`src/rtl/serial_subtractor.sv`:
```
// -----------------------------------------------------------------------------
// serial_subtractor
//
// Bit-serial unsigned subtractor. On an accepted start the operands are
// captured and subtracted one bit per clock, LSB first, through a single
// full-subtractor cell and a borrow flop. After WIDTH RUN cycles the result is
// loaded into diff/bout and done pulses for one cycle. diff/bout then hold
// until the next completed operation.
//
// Parameters:
//   WIDTH  operand/result width in bits (2..16)
//
// Ports:
//   clk    rising-edge clock
//   rst_n  asynchronous active-low reset
//   start  capture a/b and begin (accepted in IDLE or DONE, ignored in RUN)
//   a      minuend, sampled on the accepting edge
//   b      subtrahend, sampled on the accepting edge
//   busy   high while an operation is in progress (RUN)
//   done   one-cycle pulse, diff/bout valid
//   diff   a - b modulo 2^WIDTH
//   bout   borrow out, 1 when unsigned a < b
//   ovf    (only with SERIAL_SUB_OVF_EN defined) signed two's-complement
//          overflow of a - b, loaded together with diff
//
// Build option:
//   SERIAL_SUB_OVF_EN  adds the ovf output and its flop.
// -----------------------------------------------------------------------------
module serial_subtractor #(
  parameter int WIDTH = 3
) (
  input  logic             clk,
  input  logic             rst_n,
  input  logic             start,
  input  logic [WIDTH-1:0] a,
  input  logic [WIDTH-1:0] b,
  output logic             busy,
  output logic             done,
  output logic [WIDTH-1:0] diff,
  output logic             bout
`ifdef SERIAL_SUB_OVF_EN
  ,
  output logic             ovf
`endif
);

  localparam int CW = $clog2(WIDTH + 1);
  localparam logic [CW-1:0] LAST = CW'(WIDTH - 1);

  typedef enum logic [1:0] {
    IDLE = 2'd0,
    RUN  = 2'd1,
    DONE = 2'd2
  } state_t;

  state_t           state;
  state_t           state_next;

  logic [WIDTH-1:0] a_sh;     // minuend, shifted right each RUN cycle
  logic [WIDTH-1:0] b_sh;     // subtrahend, shifted right each RUN cycle
  logic [WIDTH-1:0] res_sh;   // result bits enter at the MSB end
  logic [CW-1:0]    cnt;
  logic             br;
  logic             armed;    // low only on the first edge after reset release

  logic             a_i;
  logic             b_i;
  logic             d;
  logic             br_next;
  logic             last;
  logic             accept;

  // Full-subtractor cell on the current LSBs.
  assign a_i     = a_sh[0];
  assign b_i     = b_sh[0];
  assign d       = a_i ^ b_i ^ br;
  assign br_next = (~a_i & b_i) | (~(a_i ^ b_i) & br);
  assign last    = (cnt == LAST);
  assign accept  = start && armed && (state != RUN);

  // State register.
  // NOTE: flops are written with non-blocking assignments so every register
  // samples pre-edge values regardless of statement order.
  always_ff @(posedge clk or negedge rst_n) begin
    if (!rst_n) begin
      state <= IDLE;
    end else begin
      state <= state_next;
    end
  end

  // Next-state logic.
  // NOTE: the default assignment ahead of the case keeps every path assigned,
  // so no latch is inferred.
  always_comb begin
    state_next = state;
    unique case (state)
      IDLE:    if (accept) state_next = RUN;
      RUN:     if (last)   state_next = DONE;
      DONE:    state_next = accept ? RUN : IDLE;
      default: state_next = IDLE;
    endcase
  end

  // Output decode: Moore outputs straight from the state.
  always_comb begin
    busy = 1'b0;
    done = 1'b0;
    unique case (state)
      RUN:     busy = 1'b1;
      DONE:    done = 1'b1;
      default: ;
    endcase
  end

  // Start is ignored on the first edge after reset release; this flop gates
  // acceptance until that edge has passed.
  always_ff @(posedge clk or negedge rst_n) begin
    if (!rst_n) begin
      armed <= 1'b0;
    end else begin
      armed <= 1'b1;
    end
  end

  // Datapath. Every register, including the operand and result shifters, is
  // cleared by reset so an aborted operation leaves nothing behind.
  always_ff @(posedge clk or negedge rst_n) begin
    if (!rst_n) begin
      a_sh   <= '0;
      b_sh   <= '0;
      res_sh <= '0;
      cnt    <= '0;
      br     <= 1'b0;
      diff   <= '0;
      bout   <= 1'b0;
`ifdef SERIAL_SUB_OVF_EN
      ovf    <= 1'b0;
`endif
    end else if (accept) begin
      a_sh <= a;
      b_sh <= b;
      br   <= 1'b0;
      cnt  <= '0;
    end else if (state == RUN) begin
      a_sh   <= a_sh >> 1;
      b_sh   <= b_sh >> 1;
      res_sh <= {d, res_sh[WIDTH-1:1]};
      br     <= br_next;
      cnt    <= cnt + CW'(1);
      if (last) begin
        diff <= {d, res_sh[WIDTH-1:1]};
        bout <= br_next;
`ifdef SERIAL_SUB_OVF_EN
        // On the last bit a_i/b_i are the operand MSBs and d is the diff MSB.
        ovf  <= (a_i != b_i) && (d != a_i);
`endif
      end
    end
  end

endmodule

```
`config.mk`:
```
export PLATFORM = sky130hd
export DESIGN_NAME = serial_subtractor
export DESIGN_NICKNAME = d
export VERILOG_FILES = /design/src/rtl/serial_subtractor.sv
export SDC_FILE = /design/constraint.sdc
export NUM_CORES = 1
export LEC_CHECK = 0
export CAP_MARGIN = 30
export CORE_UTILIZATION = 40
export CTS_CLUSTER_SIZE = 28
export DETAILED_ROUTE_END_ITERATION = 16
export PLACE_DENSITY = 0.68
export SYNTH_ARGS = -nofsm -noshare
export SYNTH_HDL_FRONTEND = slang
export SYNTH_SLANG_ARGS = --single-unit
export TNS_END_PERCENT = 100
```
`constraint.sdc`:
```
create_clock -name clk -period 1.95 [get_ports clk]
set_clock_uncertainty 0.15 [all_clocks]
set_input_delay 0.4875 -clock clk [delete_from_list [all_inputs] [get_ports clk]]
set_output_delay 0.4875 -clock clk [all_outputs]
set_load 0.01 [all_outputs]
```
==> Yosys cells after proc, flatten, opt, wreduce, memory -nomap -nowiden <==
Index checks and enable logic that the tools add are counted.
{ "totals": {"ff_bits": 19, "input_bits": 9, "out_inout_bits": 6} }
{ "classes": {"n_addsub": 1, "eq_ne": 6, "n_mux": 14, "n_bitwise": 8, "reduce_logical": 7} }
{ "ops": {"columns": ["op", "count"], "rows": [
  ["$mux W3", 4],
  ["$mux W2", 4],
  ["$pmux W2 S3", 1],
  ["$mux W1", 5],
  ["$eq A2 B2 Y1 const B", 2],
  ["$ne A2 B2 Y1 const B", 2],
  ["$reduce_and A2 Y1", 2],
  ["$not A1 Y1", 3],
  ["$reduce_and A3 Y1", 1],
  ["$add A2 B1 Y2 const B", 1],
  ["$and A1 B1 Y1", 2],
  ["$eq A2 B1 Y1 const B", 1],
  ["$logic_and A1 B1 Y1", 2],
  ["$logic_not A2 Y1", 1],
  ["$ne A2 B1 Y1 const B", 1],
  ["$reduce_bool A2 Y1", 1],
  ["$xor A1 B1 Y1", 2],
  ["$or A1 B1 Y1", 1]
]} }

==> Logic depth before layout (Yosys ltp) <==
{ "logic_depth": {"word_depth": 6, "ltp_mapped": 6} }

==> Worst setup path before layout <==
OpenSTA, ideal clock, no wires.
{ "synth_timing": {"path_kind": "reg2out", "from": "reg state[1]", "to": "out busy", "t_arrival_ns": 0.802, "t_required_ns": 1.312, "path_slack_ns": 0.510, "stages_incl_launch_ff": 5, "path_cell_list": "dfrtp_1 nand2b_1 buf_6 inv_6 buf_6"} }
{ "synth_between": {"elab_chain_cells": 2} }
{ "synth_lines": {"columns": ["item", "line_no", "text"], "rows": [
  ["start, declared", "56", "state_t state;"],
  ["start signal, assigned", "88", "state <= state_next;"],
  ["$eq A2 B1 Y1", "109", "unique case (state)"],
  ["$mux W1", "109", null],
  ["end, declared", "37", "output logic busy,"]
]} }
Every way passes these cells.

==> Worst setup path in the final report <==
{ "layout_timing": {"from": "reg state[0]", "to": "out done"} }
{ "layout_between": {"elab_chain_cells": 2} }
{ "layout_lines": {"columns": ["item", "line_no", "text"], "rows": [
  ["$eq A2 B2 Y1", "109", null],
  ["$mux W1", "109", null],
  ["end, declared", "38", "output logic done,"]
]} }
Every way passes these cells.

==> parameters.txt <==
Parameter                              Value

Global route
  Grt ovf ... 0
  Largest net degree at the start of global routing ... 19
  First-pass GRT wire length ... around 2100 µm
  Initial antenna violation count ... 0
  Vias in the first global route ... ~500
  Total global-route track usage ... 14.5%

Timing
  Worst hold slack across all endpoints ... 0.340 ns
  Pins over their slew limit ... 0
  Maximum frequency from static timing analysis ... between 500 and 600 MHz
  Final Hold Vio Count ... 0
  Post-route clock period utilization ... roughly 95%
  Setup repair after global routing missed its margin ... no
  Setup tns final ... 0 ns
  # setup viols final ... 0
  Final critical path time including I/O delays and setup ... roughly 1.8 ns

Route
  Total Wirelength ... approximately 1300 µm
  Routed via count ... 520
  DRT Pass-1 Iters ... 4
  Number of nets with antenna violations after detailed routing ... 0
  DRC violation total after the first TritonRoute iteration ... 8
  Routed vias/inst ... between 4 and 5
  Final routed DRC violation total ... 0
  Mean routed wirelength per cell ... 11.3 µm

Place
  Post-DP HPWL ... 908 µm
  Total placed instance area ... 943 µm²
  Port bufs ... 14
  Routability cong. ... around 0.72

Critical path
  CP Data Required Time ... around 1.3 ns
  Type of origin of the critical path ... flop
  Class of the most critical setup path ... flop to primary output
  Data arrival time of the worst path ... around 1.2 ns
  Type of destination of the critical path ... primary output
  Critical-path maximum fanout ... 4
  Cell type of the slowest stage on the worst timing path ... dfrtp_1
  Worst path cell trace ... and2b_2, dlygate4sd2_1
  Maximum single-stage delay on the critical path ... between 0.4 and 0.5 ns

Clock tree
  TritonCTS clock tree ... yes
  Largest buffer count on any clock path ... 2
  Level count of the clock H-tree ... 1
  Number of clock buffers inserted by TritonCTS ... 3
  Sinks on Clock Net ... 18
  Worst skew pair latency ... approximately 0.29 ns
  CTS root buf ... clkbuf_4
  Clock transition at the registers of the reported paths ... about 0.10 ns

Power
  Sw frac ... 33.8%
  Static Leakage ... ~0.47 nW
  Net switching component of the power ... between 0.0004 and 0.0005 W
  Sequential group share of total power ... 43.7%
  Int Pwr ... about 0.0009 W
  Maximum vdd ir drop ... between 0.6 and 0.7 mV
  Share of power burned in the clock network ... about 17%
  Power per cell area ... 1430 nW/µm²
  Portion of total power attributed to combinational logic ... between 30 and 40%

Floorplan
  Chip height ... 45.9 µm
  Area of the die ... around 2100 µm²
  Width of the die ... between 40 and 50 µm
  Placeable core region ... roughly 1800 µm²
  Number of I/O pins ... 15
  Std cell rows ... 15
  Starting utilization of the core area ... a little over two fifths

Yosys
  Yosys warning total ... 0
  Mean cell area of the mapped netlist ... 11.5 µm²
  Gate count of the mapped netlist ... 67
  Seq/Total Area, Yosys ... about three fifths
  Number of distinct library cells after synthesis ... 21
  Synthesized netlist net count ... 78
  Synthesis-stage register bit count ... 18
  Synth Cell Area ... 772 µm²

Finish
  Net total in the final layout ... 98
  Area growth, synth to finish ... 26.9%
  Final std cell area, no fill ... approximately 980 µm²
  Antenna Cells ... 0
  Fraction of final layout cells sized beyond drive strength 1 ... between 15 and 20%
  Layout filler cell count ... ~180

Run
  MaxCap Viol Count ... 0

Worst hold path
  Min-delay worst type ... flop to flop

Outcome
  Result of the run ... finished, final reports clean
cells in the final DEF (no fill, tap or decap):
cell / Yosys / routed
a21oi_2: 1 / 1
nand2b_2: 0 / 1
inv_1: 4 / 4
o2bb2ai_1: 2 / 2
ha_1: 1 / 1
o21ai_1: 2 / 2
dlygate4sd2_1: 0 / 2
mux2_2: 3 / 3
fa_1: 1 / 1
clkbuf_8: 0 / 1
nand3b_1: 1 / 1
nand2_2: 1 / 1
and2b_2: 1 / 1
clkdlybuf4s50_1: 0 / 12
a21oi_1: 2 / 2
nand2_1: 13 / 13
clkbuf_4: 0 / 3
nand3_1: 3 / 3
conb_1: 1 / 1
inv_6: 1 / 1
o22ai_1: 1 / 1
o21ai_0: 4 / 4
dfrtp_1: 18 / 18
buf_4: 0 / 3
mux2i_1: 4 / 4
repair_timing:
item	in CTS	in global routing
gates resized for setup	3	0
buffers inserted	0	0
hold buffers	0	0
setup endpoints to repair	2	0
path summary, 6_finish.rpt:
kind | cells past startpoint | start | slack (ns) | end
worst max register to register | 4 | cnt[0]$_DFFE_PN0P_ | 0.44 | diff[0]$_DFFE_PN0P_
worst min register to register | 2 | res_sh[1]$_DFFE_PN0P_ | 0.34 | res_sh[1]$_DFFE_PN0P_
worst min-delay path | 2 | res_sh[1]$_DFFE_PN0P_ | 0.34 | res_sh[1]$_DFFE_PN0P_
max in group asynchronous | 2 | rst_n | 1.10 | state[0]$_DFFE_PN0P_
worst max-delay path | 2 | state[0]$_DFFE_PN0P_ | 0.10 | done
min in group asynchronous | 2 | rst_n | 0.36 | res_sh[2]$_DFFE_PN0P_
Yosys cell counts (all sizes together):
cell | n | area (µm²)
conb | 1 | 3.75
ha | 1 | 12.5
o2bb2ai | 2 | 17.5
mux2 | 3 | 33.8
nand3b | 1 | 7.51
nand2b | 1 | 6.26
nand3 | 3 | 15.0
buf | 2 | 22.5
mux2i | 4 | 40.0
o21ai | 6 | 30.0
a21oi | 3 | 18.8
o22ai | 1 | 6.26
and2b | 1 | 8.76
inv | 5 | 23.8
dfrtp | 18 | 450
fa | 1 | 20.0
nand2 | 14 | 55.1
metrics by stage:
| step | cells | total power [W] | worst slack [ns] | utilization, % |
|---|---|---|---|---|
| after floorplan | 67 | 0.000992 | 0.510 | - |
| after CTS | 111 | 0.00141 | 0.0854 | 55.5 |
| final | 111 | 0.00140 | 0.103 | 55.5 |
| after detailed placement | 107 | 0.00119 | 0.147 | 53.5 |
| after global placement | 107 | 0.00118 | 0.144 | 53.5 |
| after global routing | 111 | 0.00151 | 0.0471 | 55.5 |
power by group through the flow:
stage	logic [W]	registers, W	clock network, W
2_1_floorplan	0.000372	0.000621	0
3_3_place_gp	0.000562	0.000614	0
3_5_place_dp	0.000570	0.000619	0
4_1_cts	0.000565	0.000613	0.000236
5_1_grt	0.000632	0.000631	0.000250
6_report	0.000556	0.000610	0.000230
registers in the layout, summed over array words and instances, names as in the netlist:
signal,count
br,1
a_sh,3
diff,3
bout,1
state,2
armed,1
b_sh,3
cnt,2
res_sh,2
cells by family (layout without fill, tap and decap cells):
kind of cell               Yosys count  in the layout  synth area share, %
AOI/OAI and AO/OA                   12             12                 9.40
and+or+nand+nor                     20             20                 12.0
buffers and inverters                7             26                 6.00
muxes                                7              7                 9.56
DFF                                 18             18                 58.3
other                                1              1                0.486
adders and majority gates            2              2                 4.21
routing by layer:
| layer | up-vias | part of all wire (%) | track usage (%) |
|---|---|---|---|
| met2 | 11 | 44 | 18.6 |
| met4 | 0 | 1.1 | 10.6 |
| met3 | 2 | 3.7 | 3.57 |
| met1 | 246 | 51 | 20.8 |
| met5 | - | 0 | 0 |
| li1 | 261 | - | - |
critical path: cells and delay by family (launching register included):
kind	cells	cell delay, ns
buffers and inverters	1	0.29
AND/OR/NAND/NOR	1	0.23
flip-flops	1	0.41
final cells by class:
class / count / area, µm² / area share (%)
timing repair buffer: 17 / 160 / 16.3
sequential: 18 / 450 / 46.0
clock buffer: 4 / 36.3 / 3.70
multi-input combinational: 42 / 278 / 28.4
tap: 25 / 31.3 / 3.19
inverter: 5 / 23.8 / 2.43
No activity file was read; power rests on OpenSTA's default activity.
